**src/rtl/neuron_mac_sequencer.sv**
```systemverilog
// Single-neuron compute engine: reads N_INPUTS x/w byte pairs from the neuron RAM,
// accumulates the unsigned products, scales and saturates the sum, and writes it back.
module neuron_mac_sequencer #(
    parameter int         N_INPUTS    = 4,
    parameter logic [7:0] INPUT_BASE  = 8'd0,
    parameter logic [7:0] WEIGHT_BASE = 8'd4,
    parameter logic [7:0] OUTPUT_ADDR = 8'd8,
    parameter int         ACC_WIDTH   = 24,
    parameter int         SHIFT       = 0
) (
    input  logic       clk,
    input  logic       rst,
    input  logic       start,
    output logic       busy,
    output logic       done,
    output logic [7:0] result,
    output logic [7:0] ram_read_address,
    output logic       ram_oe,
    input  logic [7:0] ram_read_data,
    output logic [7:0] ram_write_address,
    output logic [7:0] ram_write_data,
    output logic       ram_wre
);

    localparam int                IDX_W    = (N_INPUTS > 1) ? $clog2(N_INPUTS) : 1;
    localparam logic [IDX_W-1:0] LAST_IDX = IDX_W'(N_INPUTS - 1);

    typedef enum logic [2:0] {
        S_IDLE,
        S_FETCH_X,
        S_FETCH_W,
        S_WRITE,
        S_DONE
    } state_t;

    state_t               state_q, state_d;
    logic [IDX_W-1:0]     index_q, index_d;
    logic [ACC_WIDTH-1:0] acc_q, acc_d;
    logic [7:0]           x_q, x_d;
    logic [7:0]           result_q, result_d;
    logic [15:0]          prod;
    logic [7:0]           sat;
    logic [7:0]           idx_ext;

    // Scale the accumulator down, then clamp to the 8-bit output range.
    function automatic logic [7:0] scale_sat(input logic [ACC_WIDTH-1:0] acc);
        logic [ACC_WIDTH-1:0] shifted;
        shifted = acc >> SHIFT;
        if (shifted > ACC_WIDTH'(255)) begin
            return 8'hFF;
        end
        return shifted[7:0];
    endfunction

    assign prod    = x_q * ram_read_data;
    assign sat     = scale_sat(acc_q);
    assign idx_ext = 8'(index_q);

    always_ff @(posedge clk) begin
        if (rst) begin
            state_q  <= S_IDLE;
            index_q  <= '0;
            acc_q    <= '0;
            x_q      <= '0;
            result_q <= '0;
        end else begin
            state_q  <= state_d;
            index_q  <= index_d;
            acc_q    <= acc_d;
            x_q      <= x_d;
            result_q <= result_d;
        end
    end

    always_comb begin
        state_d  = state_q;
        index_d  = index_q;
        acc_d    = acc_q;
        x_d      = x_q;
        result_d = result_q;

        unique case (state_q)
            S_IDLE: begin
                if (start) begin
                    acc_d   = '0;
                    index_d = '0;
                    state_d = S_FETCH_X;
                end
            end
            S_FETCH_X: begin
                x_d     = ram_read_data;
                state_d = S_FETCH_W;
            end
            S_FETCH_W: begin
                acc_d = acc_q + ACC_WIDTH'(prod);
                if (index_q == LAST_IDX) begin
                    state_d = S_WRITE;
                end else begin
                    index_d = index_q + 1'b1;
                    state_d = S_FETCH_X;
                end
            end
            S_WRITE: begin
                result_d = sat;
                state_d  = S_DONE;
            end
            S_DONE: begin
                state_d = S_IDLE;
            end
            default: begin
                state_d = S_IDLE;
            end
        endcase
    end

    // RAM-side strobes and addresses are pure decodes of the registered state.
    always_comb begin
        ram_read_address  = 8'd0;
        ram_oe            = 1'b0;
        ram_write_address = 8'd0;
        ram_write_data    = 8'd0;
        ram_wre           = 1'b0;

        unique case (state_q)
            S_FETCH_X: begin
                ram_read_address = INPUT_BASE + idx_ext;
                ram_oe           = 1'b1;
            end
            S_FETCH_W: begin
                ram_read_address = WEIGHT_BASE + idx_ext;
                ram_oe           = 1'b1;
            end
            S_WRITE: begin
                ram_write_address = OUTPUT_ADDR;
                ram_write_data    = sat;
                ram_wre           = 1'b1;
            end
            default: begin
            end
        endcase
    end

    assign busy   = (state_q != S_IDLE);
    assign done   = (state_q == S_DONE);
    assign result = result_q;

endmodule
```
**config.mk**
```make
export PLATFORM = sky130hd
export DESIGN_NAME = neuron_mac_sequencer
export DESIGN_NICKNAME = d
export VERILOG_FILES = /design/src/rtl/neuron_mac_sequencer.sv
export SDC_FILE = /design/constraint.sdc
export NUM_CORES = 1
export LEC_CHECK = 0
export CAP_MARGIN = 20
export CORE_ASPECT_RATIO = 0.9
export CORE_MARGIN = 2
export CORE_UTILIZATION = 35
export CTS_CLUSTER_DIAMETER = 120
export DETAILED_ROUTE_END_ITERATION = 10
export GPL_ROUTABILITY_DRIVEN = 0
export RECOVER_POWER = 100
export SETUP_SLACK_MARGIN = 0.2
export SYNTH_ARGS = -nofsm -noshare
export SYNTH_HDL_FRONTEND = slang
export SYNTH_SLANG_ARGS = --single-unit
```
**constraint.sdc**
```tcl
create_clock -name clk -period 8 [get_ports clk]
set_input_delay 0.8 -clock clk [delete_from_list [all_inputs] [get_ports clk]]
set_output_delay 0.8 -clock clk [all_outputs]
set_load 0.05 [all_outputs]
```
### Yosys cells after proc, flatten, opt, wreduce, memory -nomap -nowiden

Index checks and enable logic that the tools add are counted.

| word-level totals | value |
|---|---|
| register bits after elaboration | 45 |
| word-level logic and storage cells | 39 |
| output and inout port bits | 36 |

| operators by class | value |
|---|---|
| reduce and logical (&&, ||, !) cells | 6 |
| add/sub/neg operators | 3 |
| equality and inequality tests | 7 |
| order comparisons | 1 |
| $mul | 1 |
| mux-type cells | 16 |

Operators by type and width:

| cell | count |
|---|---|
| $pmux 24 s2 | 1 |
| $add 24x16->24 | 1 |
| $gt 24x8->1 const B | 1 |
| $mux 24 | 1 |
| $mux 8 | 3 |
| $mul 8x8->16 | 1 |
| $pmux 3 s4 | 1 |
| $pmux 4 s2 | 1 |
| $eq 3x2->1 const B | 2 |
| $mux 2 | 3 |
| $add 3x2->4 const A | 1 |
| $mux 4 | 1 |
| $ne 2x2->1 const B | 2 |
| $pmux 2 s2 | 1 |
| $eq 3x1->1 const B | 1 |
| $eq 3x3->1 const B | 1 |
| $logic_not 3->1 | 1 |
| $mux 1 | 3 |
| $mux 3 | 1 |
| $reduce_and 3->1 | 1 |
| $reduce_bool 3->1 | 1 |
| $add 2x1->2 const B | 1 |
| $eq 2x2->1 const B | 1 |
| $reduce_and 2->1 | 1 |
| other kinds (2) | 2 |

### Logic depth before layout (Yosys ltp)

| logic depth | value |
|---|---|
| depth in word-level cells | 4 |
| mapped depth | 19 |

### Worst setup path after synthesis

OpenSTA, ideal clock, no wires.

| timing path | value |
|---|---|
| path type | input to register |
| from | input port ram_read_data[1] |
| to | register acc_q[21] |
| stages on the path | 17 |
| library setup time | 0.071 ns |
| setup slack | 3.036 ns |
| arrival | 4.893 ns |
| required time | 7.929 ns |
| cells stage by stage | clkbuf_1 -> nand2_1 -> fa_1 -> inv_1 -> fa_1 -> inv_1 -> fa_1 -> fa_1 -> inv_1 -> ha_1 -> a21oi_1 -> a2111o_1 -> a21oi_1 -> o21bai_1 -> a21oi_1 -> mux2_1 -> a21oi_1 |

| between the ends | value |
|---|---|
| word-level cells in the longest chain between the ends | 3 |

RTL lines:

| what | RTL line | text |
|---|---|---|
| start: declaration | 19 | `input logic [7:0] ram_read_data,` |
| $mul 8x8->16 | 55 | `assign prod = x_q * ram_read_data;` |
| $add 24x16->24 | 95 | `acc_d = acc_q + ACC_WIDTH'(prod);` |
| $pmux 24 s2 | 82 | `unique case (state_q)` |
| end signal: assignment | 63 | `acc_q <= '0;` |
| end signal: assignment | 69 | `acc_q <= acc_d;` |
| end: declaration | 38 | `logic [ACC_WIDTH-1:0] acc_q, acc_d;` |

Every way passes these cells.
A chain may end at the register's enable or synchronous reset.

### Worst setup path after layout

| timing path | value |
|---|---|
| from | input port ram_read_data[7] |
| to | register acc_q[16] |

Same word-level chain as after synthesis.

==> impl_results.md <==
* Fmax at 0.173 GHz
* Synth Area in Simple Gates at 18.9%
* DRT iter0 DRCs at 193
* Worst hold start: result[7]
* Layout cell share with drive strength beyond 1 at 2.45%
* Hold endpoint: result[7]
* PortBufs at 34
* Final instance area at 0.00515 mm²
* Avg Inst Size Synth at 8.35 µm²
* CP endpoint kind: flip-flop
* Final worst setup slack at 2.20 ns
* Clock root buffer: clkbuf_16
* Synth area leaders: fa_1 22%, dfxtp_1 20%, ha_1 11%
* P_int at 0.404 mW
* CTS tree: yes
* NetSw at 0.218 mW
* Number of global-route vias before repair at 3,664
* Detail Placement HPWL at 7940 µm
* Worst-path clk slew at 0.07 ns
* Pin count of the biggest net entering global routing at 42
* Routed Antenna Nets at 0
* GRT Resource Usage Total at 15.0%
* Iteration count of the initial detailed-routing pass at 4
* FP Rows at 39
* Die W at 124 µm
* Cells after Synth at 548
* CP required at 8.19 ns
* Drt drc at 0
* Final setup fails at 0
* Most frequent cells in the layout: 102 x inv_1, 58 x nor2_1, 50 x fa_1
* FF-to-FF End: acc_q[16]
* Place WS at 2.15 ns
* Largest family of logic cells by synthesized area: adder cells
* Clock power frac at 35.4%
* Synth Area in Compound Gates at 11.0%
* Comb pwr share at 26.3%
* Fin. Hold Viols at 0
* Vias post-DR at 3,609
* Fin. max-slew vios at 42
* Die footprint at 0.0140 mm²
* Synth area leader: fa_1
* Status: complete, but fails checks
* Commonest non-fill, non-tap cell in the layout: inv_1
* Hold Crit Class: reg2reg
* Initial Utilization at 35.9%
* Number of synthesized register bits at 45
* Cell count of the worst reg-to-reg path at 15
* Failing checks: capacitance limit, slew limit
* H-Tree Level Count at 2
* Crit path max fanout at 9
* Ys async rst share at 0%
* Total placed instance area at 0.00500 mm²
* I/O pins at 47
* Resized Gates After CTS at 0
* CTS max path bufs at 2
* Postcts setup bufs at 0
* Seq/Total Area, Yosys at 19.7%
* Final setup TNS at 0 ns
* Post-synthesis mux area share at 2.71%
* Antenna diode count at 0
* Core area at 0.0127 mm²
* Chip height at 112 µm
* Pleak at 2.48 nW
* Cell Area, Synth at 0.00457 mm²
* Critical path data arrival time at 5.98 ns
* Gr ovfl total at 0
* First-pass GRT wire length at 17,500 µm
* Drt total wl at 9950 µm
* TritonCTS Sinks at 45
* Hold_buf cts at 0
* Total power per unit cell area at 121 mW/mm²
* Min Tclk post-route at 5.80 ns
* Vias per cell at 4.90
* Wire per inst at 13.5 µm
* Fillers at 1,280
* Adder-cell share of the synthesized area at 33.4%
* Area delta synth->final at 12.6%
* Area share of the largest cell type after synthesis at 21.9%
* RSZ-0062 raised after global routing: false
* Worst-margin pin slew at 1.92 ns
* Distinct cell type count after synthesis at 51
* Maxcap violations at 1
* Max rail drop VDD at 0.0794 mV
* Sw Ratio at 35.0%
* Tcrit/Tclk final at 72.5%
* Fin nets at 674
* Clock Latency Late Sink at 0.30 ns
* Synth Area in XOR/XNOR at 2.11%
* Crit start category: input port
* Register share of total power at 38.3%
* Layout Skew at 0.0115 ns
* WS Path Type: in2reg
* Post-synth EDFFs at 0
* Relative slew slack at -28.2%
* R2r setup slk at 2.90 ns
* Syn. warnings at 0
* TritonCTS Buffers at 5
* Ys flop type: dfxtp_1
* Worst Hold Path Cells at 2
* Antenna violations before repair at 0
* Worst r2r src: x_q[3]
[state kept, by name, indices dropped and copies added, names as in the netlist]
signal and count:
index_q 2, acc_q 24, result 8, state_q 3, x_q 8
[cells by family after synthesis]
| family | count (synthesis) |
|---|---|
| other | 1 |
| XOR/XNOR | 11 |
| buffers and inverters | 134 |
| multiplexers | 12 |
| AND/OR/NAND/NOR | 181 |
| adder cells (fa/ha/maj) | 92 |
| flip-flops | 45 |
| AO/OA/AOI/OAI | 72 |
[final cells by class]
class	count	area (µm²)	area share [%]
Clock inverter	3	25.0	0.486
Clock buffer	5	125	2.43
Timing Repair Buffer	36	355	6.90
Tap cell	164	205	3.98
Inverter	103	387	7.51
Sequential cell	45	901	17.5
Multi-Input combinational cell	380	3150	61.2
[worst max-delay path by stage]
stage,cells after the start,from,to
floorplan,17,ram_read_data[1],acc_q[21]
global placement,16,ram_read_data[6],acc_q[21]
detailed placement,16,ram_read_data[7],acc_q[21]
CTS,16,ram_read_data[7],acc_q[21]
global route,16,ram_read_data[7],acc_q[16]
finish,16,ram_read_data[7],acc_q[16]
[stage by stage]
stage	instances	hold slack, ns	total power [mW]	utilization [%]
2_1_floorplan	559	0.463	0.373	-
3_3_place_gp	727	0.483	0.408	39.3
3_5_place_dp	727	0.490	0.410	39.3
4_1_cts	735	0.500	0.631	40.5
5_1_grt	736	0.531	0.663	40.4
6_report	736	0.499	0.622	40.4
[routing by layer]
metal	vias to the layer above	track usage, %	wire length, µm
met2	53	25.8	4870
met4	0	3.45	130
met3	11	2.34	298
met1	1775	20.1	4660
met5	-	0	0
li1	1770	-	-
[synthesized netlist by cell type, types with 7 or more instances]
cell,count
xnor2_1,7
fa_1,50
a211oi_1,8
and2_1,36
a21oi_1,19
mux2i_1,9
dfxtp_1,45
buf_4,13
ha_1,42
nor2_1,58
nand3_1,12
a22o_1,7
nand2_1,45
clkbuf_1,15
inv_1,102
a22oi_1,10
[critical path, stage by stage]
cell           delay, ns
dlygate4sd3_1       0.67
and2_1              0.24
fa_1                0.50
fa_1                0.52
fa_1                0.55
inv_1               0.05
fa_1                0.52
inv_1               0.04
ha_1                0.33
a21oi_1             0.25
a21oi_1             0.15
or4_1               0.42
o21ai_0             0.39
o21ai_0             0.19
xor2_1              0.16
a22o_1              0.19
[power by group through the flow]
stage	logic, mW	registers, mW	clock network (mW)
floorplan	0.132	0.241	0
global placement	0.165	0.243	0
detailed placement	0.167	0.244	0
CTS	0.168	0.238	0.225
global route	0.189	0.239	0.235
finish	0.163	0.238	0.221
(Power assumes the default switching activity.)
